File: config.mk
export PLATFORM = sky130hd
export DESIGN_NAME = ctrl_ringaddr
export DESIGN_NICKNAME = d
export VERILOG_FILES = /design/src/rtl/ctrl_ringaddr.sv
export SDC_FILE = /design/constraint.sdc
export NUM_CORES = 1
export LEC_CHECK = 0
export BUFFER_PORTS_ARGS = -buffer_cell sky130_fd_sc_hd__buf_2
export CAP_MARGIN = 20
export CORE_MARGIN = 3
export CORE_UTILIZATION = 51
export CTS_CLUSTER_SIZE = 20
export DETAILED_ROUTE_END_ITERATION = 16
export PLACE_DENSITY = 0.73
export REMOVE_ABC_BUFFERS = 1
export SLEW_MARGIN = 30
export SYNTH_ARGS = -nofsm -noshare
export SYNTH_HDL_FRONTEND = slang
export SYNTH_SLANG_ARGS = --single-unit
File: constraint.sdc
create_clock -name clk -period 2.7 [get_ports clk]
set_input_delay 0.135 -clock clk [delete_from_list [all_inputs] [get_ports clk]]
set_output_delay 0.135 -clock clk [all_outputs]
set_load 0.005 [all_outputs]
File: src/rtl/ctrl_ringaddr.sv
// Per-channel circular-buffer address generator for a register-file ring.
// Falling-edge state, async active-low reset, init sweep per channel.
module ctrl_ringaddr #(
  parameter int WIDTH = 3,
  parameter int DEPTH = 8,
  parameter int NCH   = 2,
  localparam int CHW  = (NCH > 1) ? $clog2(NCH) : 1
) (
  input  logic             clk,
  input  logic             rst,
  input  logic [CHW-1:0]   ch,
  input  logic             en_init,
  input  logic             en_load,
  input  logic             new_smp,
  input  logic             out_smp,
  input  logic [WIDTH-1:0] result_reg,
  input  logic [WIDTH-1:0] error_reg,
  output logic [WIDTH-1:0] ares,
  output logic [WIDTH-1:0] aerr,
  output logic [WIDTH-1:0] head,
  output logic             addr_vld,
  output logic             busy,
  output logic             oob
);

  localparam logic [WIDTH:0]   DEP  = (WIDTH+1)'(DEPTH);
  localparam logic [WIDTH-1:0] DLO  = WIDTH'(DEPTH);
  localparam logic [WIDTH-1:0] DMAX = WIDTH'(DEPTH - 1);

  typedef enum logic {IDLE, INIT} state_t;

  state_t                      state_q, state_d;
  logic [WIDTH-1:0]            cnt_q, cnt_d;
  logic [CHW-1:0]              ich_q, ich_d;
  logic [NCH-1:0][WIDTH-1:0]   head_q, head_d;
  logic [WIDTH-1:0]            ares_q, ares_d;
  logic [WIDTH-1:0]            aerr_q, aerr_d;
  logic                        vld_q, vld_d;
  logic                        oob_q, oob_d;

  logic                        ch_ok;
  logic [WIDTH-1:0]            hsel;
  logic                        rr_big;
  logic [WIDTH-1:0]            rr;
  logic [WIDTH:0]              sum;
  logic [WIDTH-1:0]            radd;
  logic [WIDTH-1:0]            hdec;

  assign ch_ok  = {1'b0, ch} < (CHW+1)'(NCH);
  assign hsel   = ch_ok ? head_q[ch] : '0;
  assign rr_big = {1'b0, result_reg} >= DEP;
  assign rr     = rr_big ? result_reg - DLO : result_reg;
  assign sum    = {1'b0, hsel} + {1'b0, rr};
  assign radd   = (sum >= DEP) ? WIDTH'(sum - DEP) : sum[WIDTH-1:0];
  // The ring walks downward: a new sample moves the head back one slot.
  assign hdec   = (hsel == '0) ? DMAX : hsel - 1'b1;

  always_comb begin
    state_d = state_q;
    cnt_d   = cnt_q;
    ich_d   = ich_q;
    head_d  = head_q;
    ares_d  = ares_q;
    aerr_d  = aerr_q;
    vld_d   = 1'b0;
    oob_d   = 1'b0;
    case (state_q)
      IDLE: begin
        if (en_init) begin
          if (ch_ok) begin
            ich_d   = ch;
            cnt_d   = '0;
            state_d = INIT;
          end
        end else if (ch_ok) begin
          if (en_load) begin
            ares_d = out_smp ? hsel : radd;
            aerr_d = error_reg;
            vld_d  = 1'b1;
            oob_d  = rr_big;
          end
          if (new_smp) head_d[ch] = hdec;
        end
      end
      INIT: begin
        ares_d = cnt_q;
        aerr_d = cnt_q;
        vld_d  = 1'b1;
        if (cnt_q == DMAX) begin
          head_d[ich_q] = '0;
          cnt_d         = '0;
          state_d       = IDLE;
        end else begin
          cnt_d = cnt_q + 1'b1;
        end
      end
      default: state_d = IDLE;
    endcase
  end

  always_ff @(negedge clk or negedge rst) begin
    if (!rst) begin
      state_q <= IDLE;
      cnt_q   <= '0;
      ich_q   <= '0;
      head_q  <= '0;
      ares_q  <= '0;
      aerr_q  <= '0;
      vld_q   <= 1'b0;
      oob_q   <= 1'b0;
    end else begin
      state_q <= state_d;
      cnt_q   <= cnt_d;
      ich_q   <= ich_d;
      head_q  <= head_d;
      ares_q  <= ares_d;
      aerr_q  <= aerr_d;
      vld_q   <= vld_d;
      oob_q   <= oob_d;
    end
  end

  assign ares     = ares_q;
  assign aerr     = aerr_q;
  assign head     = hsel;
  assign addr_vld = vld_q;
  assign oob      = oob_q;
  assign busy     = (state_q == INIT);

endmodule

== Word level (Yosys, flattened, before mapping) ==
Cells that the tools add are included.
Word-level totals
  memory bits (read-only): 0
  bits of input ports: 13
  register bits after elaboration: 18
  logic and storage cells: 61
  memories kept: 0
  RAM bits: 0
  latch bits: 0
  output and inout port bits: 12
Cells by class
  bitwise operators: 3
  $lt $le $gt $ge: 5
  mux-type cells: 29
  div/mod/pow operators: 0
  $add $sub $neg: 4
  shifts and indexed selects: 0
  equal/unequal tests: 6
  multipliers: 0
  reductions and logical operators: 6
Operator list (count)
  $mux 3: 13
  $mux 6: 3
  $pmux 3 s2: 3
  $pmux 6 s2: 1
  $ne 2x2->1 const B: 4
  $and 6x6->6: 1
  $bwmux 6: 1
  $demux 3 s1: 2
  $not 6->6: 1
  $sub 3x1->3 const B: 2
  $add 3x3->4: 1
  $ge 4x4->1 const B: 1
  $lt 1x2->1 const B: 2
  $mux 1: 4
  $pmux 1 s2: 2
  $reduce_and 2->1: 2
  $add 3x1->3 const B: 1
  $eq 3x3->1 const B: 1
  $logic_not 3->1: 1
  $reduce_and 3->1: 1
  $ge 1x1->1 const B: 2
  $logic_and 1x1->1: 2
  $ne 2x1->1 const B: 1
  $not 1->1: 1

== Depth between registers and ports, before layout ==
  word-level depth: 9
  depth in mapped cells: 8
  gate-level depth less buffers: 7

==> out/metrics.yaml <==
outcome:
  outcome: "finished, violations left"
  violations: "negative setup slack"
critical_path:
  cp_num_buf_inv: 3
  rrSetupSlack_ns: 0.85
  r2r_end: "ares[2]"
  critPathCaptureType: "register"
  slowest_stage: "fa_2"
  slowest_delay_ns: 0.34
  critical_path.startpoint: "ch"
  crit_chain: "buf_8, mux2i_4, inv_2, ha_4, fa_2, xor2_2, buf_4, nand4_1, nor3b_1"
  required_ns: 1.49
  cp-start-kind: "input port"
  crit_type: "in2reg"
  r2r_cells: 8
  cp.arrival_ns: 1.59
  worst-path-max-fanout: 3
  critical-path-top-delay-family: "adder cells"
  rr_startpoint: "head_q[0]"
run:
  drv_cap: 0
synth:
  synth-seq-cells: 18
  synth_ff_type: "dfrtn_1"
  synth_edf_count: 0
  synthArstFlopShare_pct: 100
  synth_cells: 91
  syn_area_per_cell_um2: 10.9
  seq_area_frac_synth_pct: 45.5
  syn_area_um2: 990
  yosysUniqueCellTypes: 31
  yosys_warnings: 0
sta:
  finalMaxSlewViolations: 0
  skew_ns: 0.00179
  rsz0062_at_grt: "yes"
  setup_tns_ns: -0.0961
  fin_ws_ns: -0.0961
  finalHoldViolCount: 0
  setup_violations: 1
clock_tree:
  cts_tree: "yes"
  cts-htree-levels: 1
  cts_buffers: 3
  clock_latency_ns: 0.29
  clk_transition_reported_paths_ns: 0.07
  cts-root-buf: "clkbuf_4"
  clock-sinks: 18
  clockBufferDepth: 2
  cts_hold_buf: 0
layout:
  fillers: 129
  stdcell_count: 146
  multi_input_area_um2: 534
  nets: 143
  final_cell_area_um2: 1260
  num_antenna_cells: 0
  area_growth_syn_to_layout_pct: 27.7
  seqCellArea_um2: 450
  layout-drive-gt1-share_pct: 38.8
place:
  placed_area_um2: 1140
  portBuffers: 23
  dpl_worst_slack_ns: -0.705
  dp_cells: 139
  hpwlAfterDp_mm: 1.61
  place_congestion: 0.810
die:
  start_util_pct: 55.5
  die_area_um2: 2510
  ioPinCount: 25
  die_x_um: 50.1
  fp.coreArea_um2: 1780
  die_h_um: 50.1
  rows: 15
power_and_ir_drop:
  p_per_area_nw_per_um2: 999
  ir_drop_v: 0.000639
  p_total_mw: 1.26
  p_leak_nw: 0.602
detailed_routing:
  avgViaCountPerCell: 5.45
  first_iter_violations: 16
  wirelength_mm: 2.13
  antenna_left: 0
  drtPass1Iterations: 4
  routedWlPerCell_um: 14.6
  drc: 0
  vias: 795
hold_path:
  min_path_type: "reg2reg"
  holdPathEnd: "head_q[5]"
  whs_path_depth: 2
  holdCritStartpoint: "head_q[5]"
grt:
  grt_max_degree: 19
  first_global_vias: 816
  track_usage_pct: 20.2
  grt-ovfl-total: 0
  grt_pass1_wl_mm: 3.80
  antenna_found_initial: 0
==> area by class of cell <==
class                           instances  area share, %
Sequential cell                        18           35.6
Multi-Input combinational cell         62           42.3
Timing Repair Buffer                   32           16.0
Inverter                                6           1.78
Clock buffer                            3           1.78
Tap cell                               25           2.48
==> power breakdown <==
group	total (mW)	internal [mW]	switching [mW]	leakage, nW
registers	0.487	0.406	0.0816	0.217
logic	0.641	0.335	0.307	0.371
clock network	0.134	0.0520	0.0815	0.0138
==> state kept, by name (all words and copies together) (netlist names) <==
| name | flops |
|---|---|
| head_q | 6 |
| cnt_q | 3 |
| addr_vld | 1 |
| ich_q | 1 |
| aerr | 3 |
| busy | 1 |
| ares | 3 |
==> cells in the final DEF, fill, tap and decap left out, types with 2 or more instances in the layout <==
| cell type | n |
|---|---|
| mux2i_1 | 4 |
| nor3b_1 | 2 |
| a211o_1 | 2 |
| buf_4 | 8 |
| ha_1 | 5 |
| mux2_4 | 2 |
| a21oi_1 | 5 |
| buf_2 | 21 |
| o21ai_1 | 2 |
| o21ai_0 | 4 |
| nand2_1 | 2 |
| dfrtn_1 | 18 |
| inv_2 | 2 |
| nand2b_1 | 3 |
| nor2_1 | 6 |
| inv_1 | 4 |
| buf_6 | 2 |
| clkbuf_4 | 3 |
| a22o_1 | 2 |
| nand3_1 | 7 |
| a21boi_0 | 2 |
==> tightest hold or removal path, cell delays in order, from the launching register on <==
cell and delay (ns):
dfrtn_1 0.41, nand3_1 0.06, o21ai_1 0.08
==> logic make-up (layout without fill, tap and decap cells) <==
kind of cell / count (synthesis) / in the layout / synth area share, %
AND/OR/NAND/NOR: 24 / 24 / 13.9
AO/OA/AOI/OAI: 20 / 20 / 13.8
flip-flops: 18 / 18 / 45.5
buffers and inverters: 11 / 41 / 5.69
multiplexers: 9 / 9 / 10.2
adder cells (fa/ha/maj): 7 / 7 / 9.61
other: 1 / 1 / 0.379
XOR/XNOR: 1 / 1 / 0.885
==> cells in the mapped netlist, types with 3 or more instances <==
master | count | area (µm²)
dfrtn_1 | 18 | 450
nand3_1 | 7 | 35.0
ha_1 | 6 | 75.1
inv_1 | 6 | 22.5
mux2i_1 | 6 | 60.1
nor2_1 | 6 | 22.5
a21oi_1 | 5 | 25.0
o21ai_0 | 4 | 20.0
nand2b_1 | 3 | 18.8
==> repair_timing <==
| action | in CTS | in global routing |
|---|---|---|
| pin swaps | 5 | 2 |
| resized for setup | 11 | 4 |
| buffers inserted | 6 | 0 |
| setup endpoints to repair | 2 | 2 |
==> routing by layer <==
layer  vias to the layer above  routed length [µm]  global-route usage (%)
met5                         -                   0                       0
met4                         0                  37                    7.83
met3                         5                 123                    3.63
met2                        27                1020                    32.0
met1                       382                 950                    27.1
li1                        381                   -                       -
==> metrics by stage <==
stage          utilization (%)  hold WS, ns
3_3_place_gp              63.9        0.428
2_1_floorplan                -        0.403
5_1_grt                   70.9        0.509
6_report                  70.9        0.467
3_5_place_dp              63.9        0.455
4_1_cts                   70.6        0.468
==> worst max path at each step <==
stage	to	slack, ns	cells past startpoint
after global placement	ares[2]	-0.52	8
after floorplan	ares[2]	-0.50	7
after global routing	ares[2]	-0.19	9
after CTS	ares[2]	-0.19	8
after detailed placement	ares[2]	-0.70	8
final	ares[2]	-0.1	9
Power figures use the tool's default switching activity.
